## src/rtl/mem_stage_pkg.sv

```systemverilog
// Shared types for the MEM stage: writeback source encoding, FSM states, bit-reverse helper.
package mem_stage_pkg;
    localparam int WB_SRC_W = 3;

    typedef enum logic [WB_SRC_W-1:0] {
        WB_MEM  = 3'd0,
        WB_ALU  = 3'd1,
        WB_PC   = 3'd2,
        WB_SET  = 3'd3,
        WB_IMM8 = 3'd4,
        WB_SLBI = 3'd5,
        WB_BTR  = 3'd6,
        WB_RSVD = 3'd7
    } wb_src_e;

    typedef enum logic [1:0] {
        ST_IDLE,
        ST_REQ,
        ST_WAIT_RD,
        ST_HALTED
    } state_e;

    function automatic logic [15:0] bit_rev16(input logic [15:0] v);
        return {<<{v}};
    endfunction
endpackage

```

## src/rtl/mem_stage_pipe_if.sv

```systemverilog
// Data-memory req/gnt/rsp bus between the MEM stage (master) and the memory (slave).
interface mem_stage_pipe_if #(
    parameter int DATA_W = 16
) ();
    logic              mem_req;
    logic              mem_req_wr;
    logic [DATA_W-1:0] mem_addr;
    logic [DATA_W-1:0] mem_wdata;
    logic              mem_gnt;
    logic              mem_rsp_valid;
    logic [DATA_W-1:0] mem_rdata;

    modport master (
        output mem_req, mem_req_wr, mem_addr, mem_wdata,
        input  mem_gnt, mem_rsp_valid, mem_rdata
    );

    modport slave (
        input  mem_req, mem_req_wr, mem_addr, mem_wdata,
        output mem_gnt, mem_rsp_valid, mem_rdata
    );
endinterface

```

## src/rtl/mem_wb_mux.sv

```systemverilog
// Combinational writeback source select; flags the reserved select code. Zero latency, no flow control.
module mem_wb_mux import mem_stage_pkg::*; #(
    parameter int DATA_W = 16
) (
    input  wb_src_e           src,
    input  logic [DATA_W-1:0] rdata,
    input  logic [DATA_W-1:0] alu_out,
    input  logic [DATA_W-1:0] next_pc,
    input  logic [DATA_W-1:0] set_val,
    input  logic [DATA_W-1:0] reg1_data,
    input  logic [7:0]        imm8,
    output logic [DATA_W-1:0] data,
    output logic              bad_src
);
    always_comb begin
        data    = '0;
        bad_src = 1'b0;
        case (src)
            WB_MEM:  data = rdata;
            WB_ALU:  data = alu_out;
            WB_PC:   data = next_pc;
            WB_SET:  data = set_val;
            WB_IMM8: begin
                data      = {DATA_W{imm8[7]}};
                data[7:0] = imm8;
            end
            // Upper bits stay zero for wide datapaths
            WB_SLBI: data[15:0] = {reg1_data[7:0], imm8};
            WB_BTR:  data[15:0] = bit_rev16(reg1_data[15:0]);
            default: bad_src = 1'b1;
        endcase
    end
endmodule

```

## src/rtl/mem_stage_pipe.sv

```systemverilog
// MEM stage + MEM/WB register: 1-cycle result latency, in_ready low while a memory access is pending.
// Optional MEM_ALIGN_CHECK_EN: odd memory addresses complete with err instead of issuing a request.
module mem_stage_pipe import mem_stage_pkg::*; #(
    parameter int DATA_W     = 16,
    parameter int REG_ADDR_W = 3
) (
    input  logic                  clk,
    input  logic                  rst,
    input  logic                  in_valid,
    output logic                  in_ready,
    input  logic [DATA_W-1:0]     alu_out,
    input  logic [DATA_W-1:0]     reg1_data,
    input  logic [DATA_W-1:0]     reg2_data,
    input  logic [DATA_W-1:0]     next_pc,
    input  logic [DATA_W-1:0]     set_val,
    input  logic [15:0]           instr,
    input  logic                  mem_en,
    input  logic                  mem_wr,
    input  logic                  reg_wrt,
    input  logic [WB_SRC_W-1:0]   reg_wrt_src,
    input  logic [REG_ADDR_W-1:0] write_reg,
    input  logic                  halt,
    mem_stage_pipe_if.master      mem,
    output logic                  wb_valid,
    output logic                  wb_reg_wrt,
    output logic [REG_ADDR_W-1:0] wb_write_reg,
    output logic [DATA_W-1:0]     wb_data,
    output logic                  halt_out,
    output logic                  err
);
    state_e            state;
    logic              misalign;
    logic              bad_src;
    logic              req;
    logic              go_wait;
    logic [DATA_W-1:0] sel_data;
    logic [7:0]        unused_instr_hi;

    assign unused_instr_hi = instr[15:8];

`ifdef MEM_ALIGN_CHECK_EN
    assign misalign = mem_en & alu_out[0];
`else
    assign misalign = 1'b0;
`endif

    mem_wb_mux #(.DATA_W(DATA_W)) u_wb_mux (
        .src       (wb_src_e'(reg_wrt_src)),
        .rdata     (mem.mem_rdata),
        .alu_out   (alu_out),
        .next_pc   (next_pc),
        .set_val   (set_val),
        .reg1_data (reg1_data),
        .imm8      (instr[7:0]),
        .data      (sel_data),
        .bad_src   (bad_src)
    );

    // A read granted together with its response completes without visiting WAIT_RD
    always_comb begin
        in_ready = 1'b0;
        req      = 1'b0;
        go_wait  = 1'b0;
        case (state)
            ST_IDLE, ST_REQ: begin
                if (in_valid) begin
                    if (!mem_en || misalign) begin
                        in_ready = 1'b1;
                    end else begin
                        req = 1'b1;
                        if (mem.mem_gnt) begin
                            if (mem_wr || mem.mem_rsp_valid) in_ready = 1'b1;
                            else                             go_wait  = 1'b1;
                        end
                    end
                end
            end
            ST_WAIT_RD: in_ready = mem.mem_rsp_valid;
            default: ;
        endcase
        if (rst) begin
            in_ready = 1'b0;
            req      = 1'b0;
            go_wait  = 1'b0;
        end
    end

    assign mem.mem_req    = req;
    assign mem.mem_req_wr = req & mem_wr;
    assign mem.mem_addr   = alu_out;
    assign mem.mem_wdata  = reg2_data;

    always_ff @(posedge clk) begin
        if (rst) begin
            state        <= ST_IDLE;
            wb_valid     <= 1'b0;
            wb_reg_wrt   <= 1'b0;
            wb_write_reg <= '0;
            wb_data      <= '0;
            halt_out     <= 1'b0;
            err          <= 1'b0;
        end else begin
            wb_valid   <= in_ready;
            wb_reg_wrt <= 1'b0;
            if (in_ready) begin
                wb_reg_wrt   <= reg_wrt & ~bad_src & ~misalign;
                wb_write_reg <= write_reg;
                wb_data      <= sel_data;
                if (bad_src || misalign) err      <= 1'b1;
                if (halt)                halt_out <= 1'b1;
            end
            case (state)
                ST_IDLE, ST_REQ: begin
                    if (in_ready)     state <= halt ? ST_HALTED : ST_IDLE;
                    else if (go_wait) state <= ST_WAIT_RD;
                    else if (req)     state <= ST_REQ;
                end
                ST_WAIT_RD: if (in_ready) state <= halt ? ST_HALTED : ST_IDLE;
                default: state <= ST_HALTED;
            endcase
        end
    end
endmodule

```

## src/flat_wrapper.sv

```systemverilog
// flat-port wrapper written by rule: the top's interface ports become plain ports
module mem_stage_pipe_flat import mem_stage_pkg::*;
#(
    parameter int DATA_W     = 16,
    parameter int REG_ADDR_W = 3
)
  (clk, rst, in_valid, in_ready, alu_out, reg1_data, reg2_data, next_pc, set_val, instr, mem_en, mem_wr, reg_wrt, reg_wrt_src, write_reg, halt, wb_valid, wb_reg_wrt, wb_write_reg, wb_data, halt_out, err, mem_mem_req, mem_mem_req_wr, mem_mem_addr, mem_mem_wdata, mem_mem_gnt, mem_mem_rsp_valid, mem_mem_rdata);
  mem_stage_pipe_if #(.DATA_W(DATA_W)) mem_i ();
  input  logic clk;
  input  logic rst;
  input  logic in_valid;
  output logic in_ready;
  input  logic [DATA_W-1:0] alu_out;
  input  logic [DATA_W-1:0] reg1_data;
  input  logic [DATA_W-1:0] reg2_data;
  input  logic [DATA_W-1:0] next_pc;
  input  logic [DATA_W-1:0] set_val;
  input  logic [15:0] instr;
  input  logic mem_en;
  input  logic mem_wr;
  input  logic reg_wrt;
  input  logic [WB_SRC_W-1:0] reg_wrt_src;
  input  logic [REG_ADDR_W-1:0] write_reg;
  input  logic halt;
  output logic wb_valid;
  output logic wb_reg_wrt;
  output logic [REG_ADDR_W-1:0] wb_write_reg;
  output logic [DATA_W-1:0] wb_data;
  output logic halt_out;
  output logic err;
  output wire logic [$bits(mem_i.mem_req)-1:0] mem_mem_req;
  output wire logic [$bits(mem_i.mem_req_wr)-1:0] mem_mem_req_wr;
  output wire logic [$bits(mem_i.mem_addr)-1:0] mem_mem_addr;
  output wire logic [$bits(mem_i.mem_wdata)-1:0] mem_mem_wdata;
  input wire logic [$bits(mem_i.mem_gnt)-1:0] mem_mem_gnt;
  input wire logic [$bits(mem_i.mem_rsp_valid)-1:0] mem_mem_rsp_valid;
  input wire logic [$bits(mem_i.mem_rdata)-1:0] mem_mem_rdata;
  assign mem_mem_req = mem_i.mem_req;
  assign mem_mem_req_wr = mem_i.mem_req_wr;
  assign mem_mem_addr = mem_i.mem_addr;
  assign mem_mem_wdata = mem_i.mem_wdata;
  assign mem_i.mem_gnt = mem_mem_gnt;
  assign mem_i.mem_rsp_valid = mem_mem_rsp_valid;
  assign mem_i.mem_rdata = mem_mem_rdata;
  mem_stage_pipe #(.DATA_W(DATA_W), .REG_ADDR_W(REG_ADDR_W)) u_core (.clk(clk), .rst(rst), .in_valid(in_valid), .in_ready(in_ready), .alu_out(alu_out), .reg1_data(reg1_data), .reg2_data(reg2_data), .next_pc(next_pc), .set_val(set_val), .instr(instr), .mem_en(mem_en), .mem_wr(mem_wr), .reg_wrt(reg_wrt), .reg_wrt_src(reg_wrt_src), .write_reg(write_reg), .halt(halt), .mem(mem_i), .wb_valid(wb_valid), .wb_reg_wrt(wb_reg_wrt), .wb_write_reg(wb_write_reg), .wb_data(wb_data), .halt_out(halt_out), .err(err));
endmodule
```

## config.mk

```make
export PLATFORM = sky130hd
export DESIGN_NAME = mem_stage_pipe_flat
export DESIGN_NICKNAME = d
export VERILOG_FILES = /design/src/rtl/mem_stage_pkg.sv /design/src/rtl/mem_stage_pipe_if.sv /design/src/rtl/mem_wb_mux.sv /design/src/rtl/mem_stage_pipe.sv /design/src/flat_wrapper.sv
export SDC_FILE = /design/constraint.sdc
export NUM_CORES = 1
export LEC_CHECK = 0
export CAP_MARGIN = 20
export CELL_PAD_IN_SITES_DETAIL_PLACEMENT = 0
export CELL_PAD_IN_SITES_GLOBAL_PLACEMENT = 2
export CORE_ASPECT_RATIO = 0.5
export CORE_UTILIZATION = 17
export CTS_CLUSTER_SIZE = 16
export DETAILED_ROUTE_END_ITERATION = 16
export GPL_ROUTABILITY_DRIVEN = 0
export PLACE_DENSITY_LB_ADDON = 0.1
export REMOVE_ABC_BUFFERS = 1
export SKIP_LAST_GASP = 1
export SLEW_MARGIN = 20
export SYNTH_ARGS = -nofsm -noshare
export SYNTH_HDL_FRONTEND = slang
export SYNTH_SLANG_ARGS = --single-unit
```

## constraint.sdc

```tcl
create_clock -name clk -period 2.4 [get_ports clk]
set_input_delay 0.48 -clock clk [delete_from_list [all_inputs] [get_ports clk]]
set_output_delay 0.48 -clock clk [all_outputs]
set_load 0.02 [all_outputs]
```

==> results.py <==
metrics = {
    "timing": {
        "slew_headroom_pct": 47.7,
        "holdWs_ns": 0.468,
        "period_minus_slack_ns": 2.31,
        "fmax_ghz": 0.433,
        "slew_viol_final": 0,
        "finalSetupViolCount": 0,
        "period_share_pct": 96.3,
        "worstMarginPinSlew_ns": 0.784,
        "rsz0062_at_grt": "no",
        "final.setup.worst_slack_ns": 0.0885,
        "hold_violations": 0,
        "finalSetupTns_ns": 0,
        "skew_ns": 0.00450,
    },
    "worst_setup_path": {
        "worst_r2r_endpoint": "u_core.wb_data[9]",
        "cp.required_ns": 1.92,
        "cp-start-kind": "input pin",
        "worst-r2r-setup-slack_ns": 0.73,
        "crit_arrival_ns": 1.83,
        "reg2regPathDepth": 5,
        "path_class": "input pin to output port",
        "crit_path_max_fanout": 3,
        "r2r_start": "u_core.state[1]",
        "endpoint_kind": "output port",
    },
    "drt": {
        "firstDrtPassIters": 4,
        "routed-via-count": 2214,
        "drt_iter0_drc": 61,
        "routed_wl_um": 7990,
        "routedWlPerCell_um": 15.5,
        "drc": 0,
        "ant_nets": 0,
        "via_per_inst": 4.30,
    },
    "worst_hold_path": {
        "hold_depth": 1,
        "min_from": "u_core.wb_data[7]",
        "min_path_type": "flop to flop",
        "holdPathEnd": "u_core.wb_data[7]",
    },
    "final_layout": {
        "n_antenna_cell": 0,
        "layout_common_cells": "139 x clkdlybuf4s50_1, 25 x dfxtp_1, 19 x mux2i_1, 19 x buf_4, 16 x a21oi_1",
        "fillers": 1215,
        "area_delta_synth_final_pct": 76.7,
        "fin_util_pct": 31.9,
        "largest_reg_flops": 16,
        "final_common_cell": "clkdlybuf4s50_1",
        "stdcell_area_um2": 3630,
        "regArea_um2": 500,
        "layout-drive-gt1-share_pct": 13.8,
        "instances_no_fill": 515,
        "multi_input_area_um2": 1220,
        "nets": 484,
    },
    "pwr": {
        "finalPower_mw": 1.43,
        "p_per_area_nw_per_um2": 393,
        "peakVddDrop_uv": 184,
        "power_leakage_nw": 1.36,
    },
    "floorplanning": {
        "die_h_um": 79.8,
        "coreArea_um2": 11400,
        "die_w_um": 158,
        "initial_core_util_pct": 18.1,
        "core.rowCount": 27,
        "dieArea_um2": 12600,
        "io_pins": 185,
    },
    "synthesis": {
        "synth_area_leaders": "dfxtp_1 24%, buf_4 12%, mux2i_1 9.2%",
        "synth-seq-cells": 25,
        "yosysSeqAreaShare_pct": 24.3,
        "synth_area_per_cell_um2": 8.68,
        "synth_top_cell_by_area": "dfxtp_1",
        "synth_cells": 237,
        "yosys.area.top_type_share_pct": 24.3,
        "synth_area_um2": 2060,
        "ys_types": 43,
        "synth_warnings": 0,
    },
    "clock_network": {
        "cts_inserted_buffers": 3,
        "clkSinkCount": 25,
        "cts_tree": "done",
        "hold_buffers": 0,
        "clock_latency_ns": 0.27,
        "cts_buffer_depth": 2,
        "ctsHtreeMaxLevel": 1,
        "root_buffer": "clkbuf_16",
        "clkTransAtPathRegs_ns": 0.07,
    },
    "grt": {
        "antenna_found_initial": 0,
        "grt_pass1_vias": 2381,
        "track_usage_pct": 12.7,
        "grt_pass1_wl_um": 12200,
        "grt_max_degree": 26,
        "gr-total-overflow": 0,
    },
    "placement": {
        "dp_slack_ns": -0.202,
        "numPortBuffers": 144,
        "place_area_um2": 3560,
        "place_inst": 511,
        "place_hpwl_um": 6240,
    },
    "job": {
        "maxCapViolCount": 0,
    },
    "outcome": {
        "status": "finished clean",
    },
}
per-layer routing:
layer | vias to the layer above | share of wire (%) | track usage, %
met5 | - | 0 | 0
met4 | 0 | 0.45 | 1.84
met3 | 2 | 7.5 | 4.40
met2 | 88 | 51 | 23.4
met1 | 1031 | 41 | 14.3
li1 | 1093 | - | -
cell type report:
class / instances / area share, %
clock buffers: 3 / 2.07
clock inverters: 1 / 0.138
inverters: 2 / 0.207
multi-input cells: 159 / 33.5
flip-flops and latches: 25 / 13.8
well taps: 159 / 5.47
repair buffers: 166 / 44.9
critical path, stage by stage:
cell	delay (ns)
clkdlybuf4s50_1	0.52
buf_4	0.13
and4bb_2	0.24
and2_1	0.12
dlygate4sd2_1	0.33
power by group:
group          internal, mW  leakage [nW]  total (mW)  switching, mW
registers             0.444         0.205       0.459         0.0146
logic                 0.342          1.12       0.577          0.235
clock network         0.225        0.0409       0.394          0.168
cells by family (layout without fill, tap and decap cells):
| group | count (synthesis) | count (layout) | synth area share (%) |
|---|---|---|---|
| and+or+nand+nor | 52 | 52 | 15.2 |
| AOI/OAI and AO/OA | 75 | 75 | 27.6 |
| muxes | 32 | 32 | 16.4 |
| buffers and inverters | 53 | 172 | 16.5 |
| DFF | 25 | 25 | 24.3 |
what timing repair did:
action,CTS,global route
setup endpoints to repair,3,1
buffers inserted,0,0
resized for setup,3,1
synthesized netlist by cell type (all sizes together):
cell type and instances:
buf 45, dfxtp 25, mux2i 19, a21oi 16
mux2 13, nor2 11, o21ai 10, a32o 9
nand2 9, a22o 6, clkbuf 6, nor2b 6
o211ai 6, o22a 5, a211oi 4, and3 4
nand2b 4, nand3 4, nor3b 4, a22oi 3
a2bb2oi 3, a32oi 3, and2 2, and3b 2
inv 2, o221ai 2, o22ai 2, or2 2
a211o 1, a31oi 1, and4bb 1, nand3b 1
nand4bb 1, nor3 1, o21a 1, o2bb2ai 1
o31a 1, o31ai 1
worst max path at each step:
stage	start	endpoint	slack (ns)	depth (start not counted)
2_1_floorplan	mem_en	in_ready	0.63	3
3_3_place_gp	in_valid	in_ready	-0.22	5
3_5_place_dp	in_valid	in_ready	-0.20	5
4_1_cts	in_valid	in_ready	0.08	5
5_1_grt	mem_en	in_ready	0.04	5
6_report	in_valid	mem_mem_req_wr	0.09	5
No activity file was read; power rests on OpenSTA's default activity.
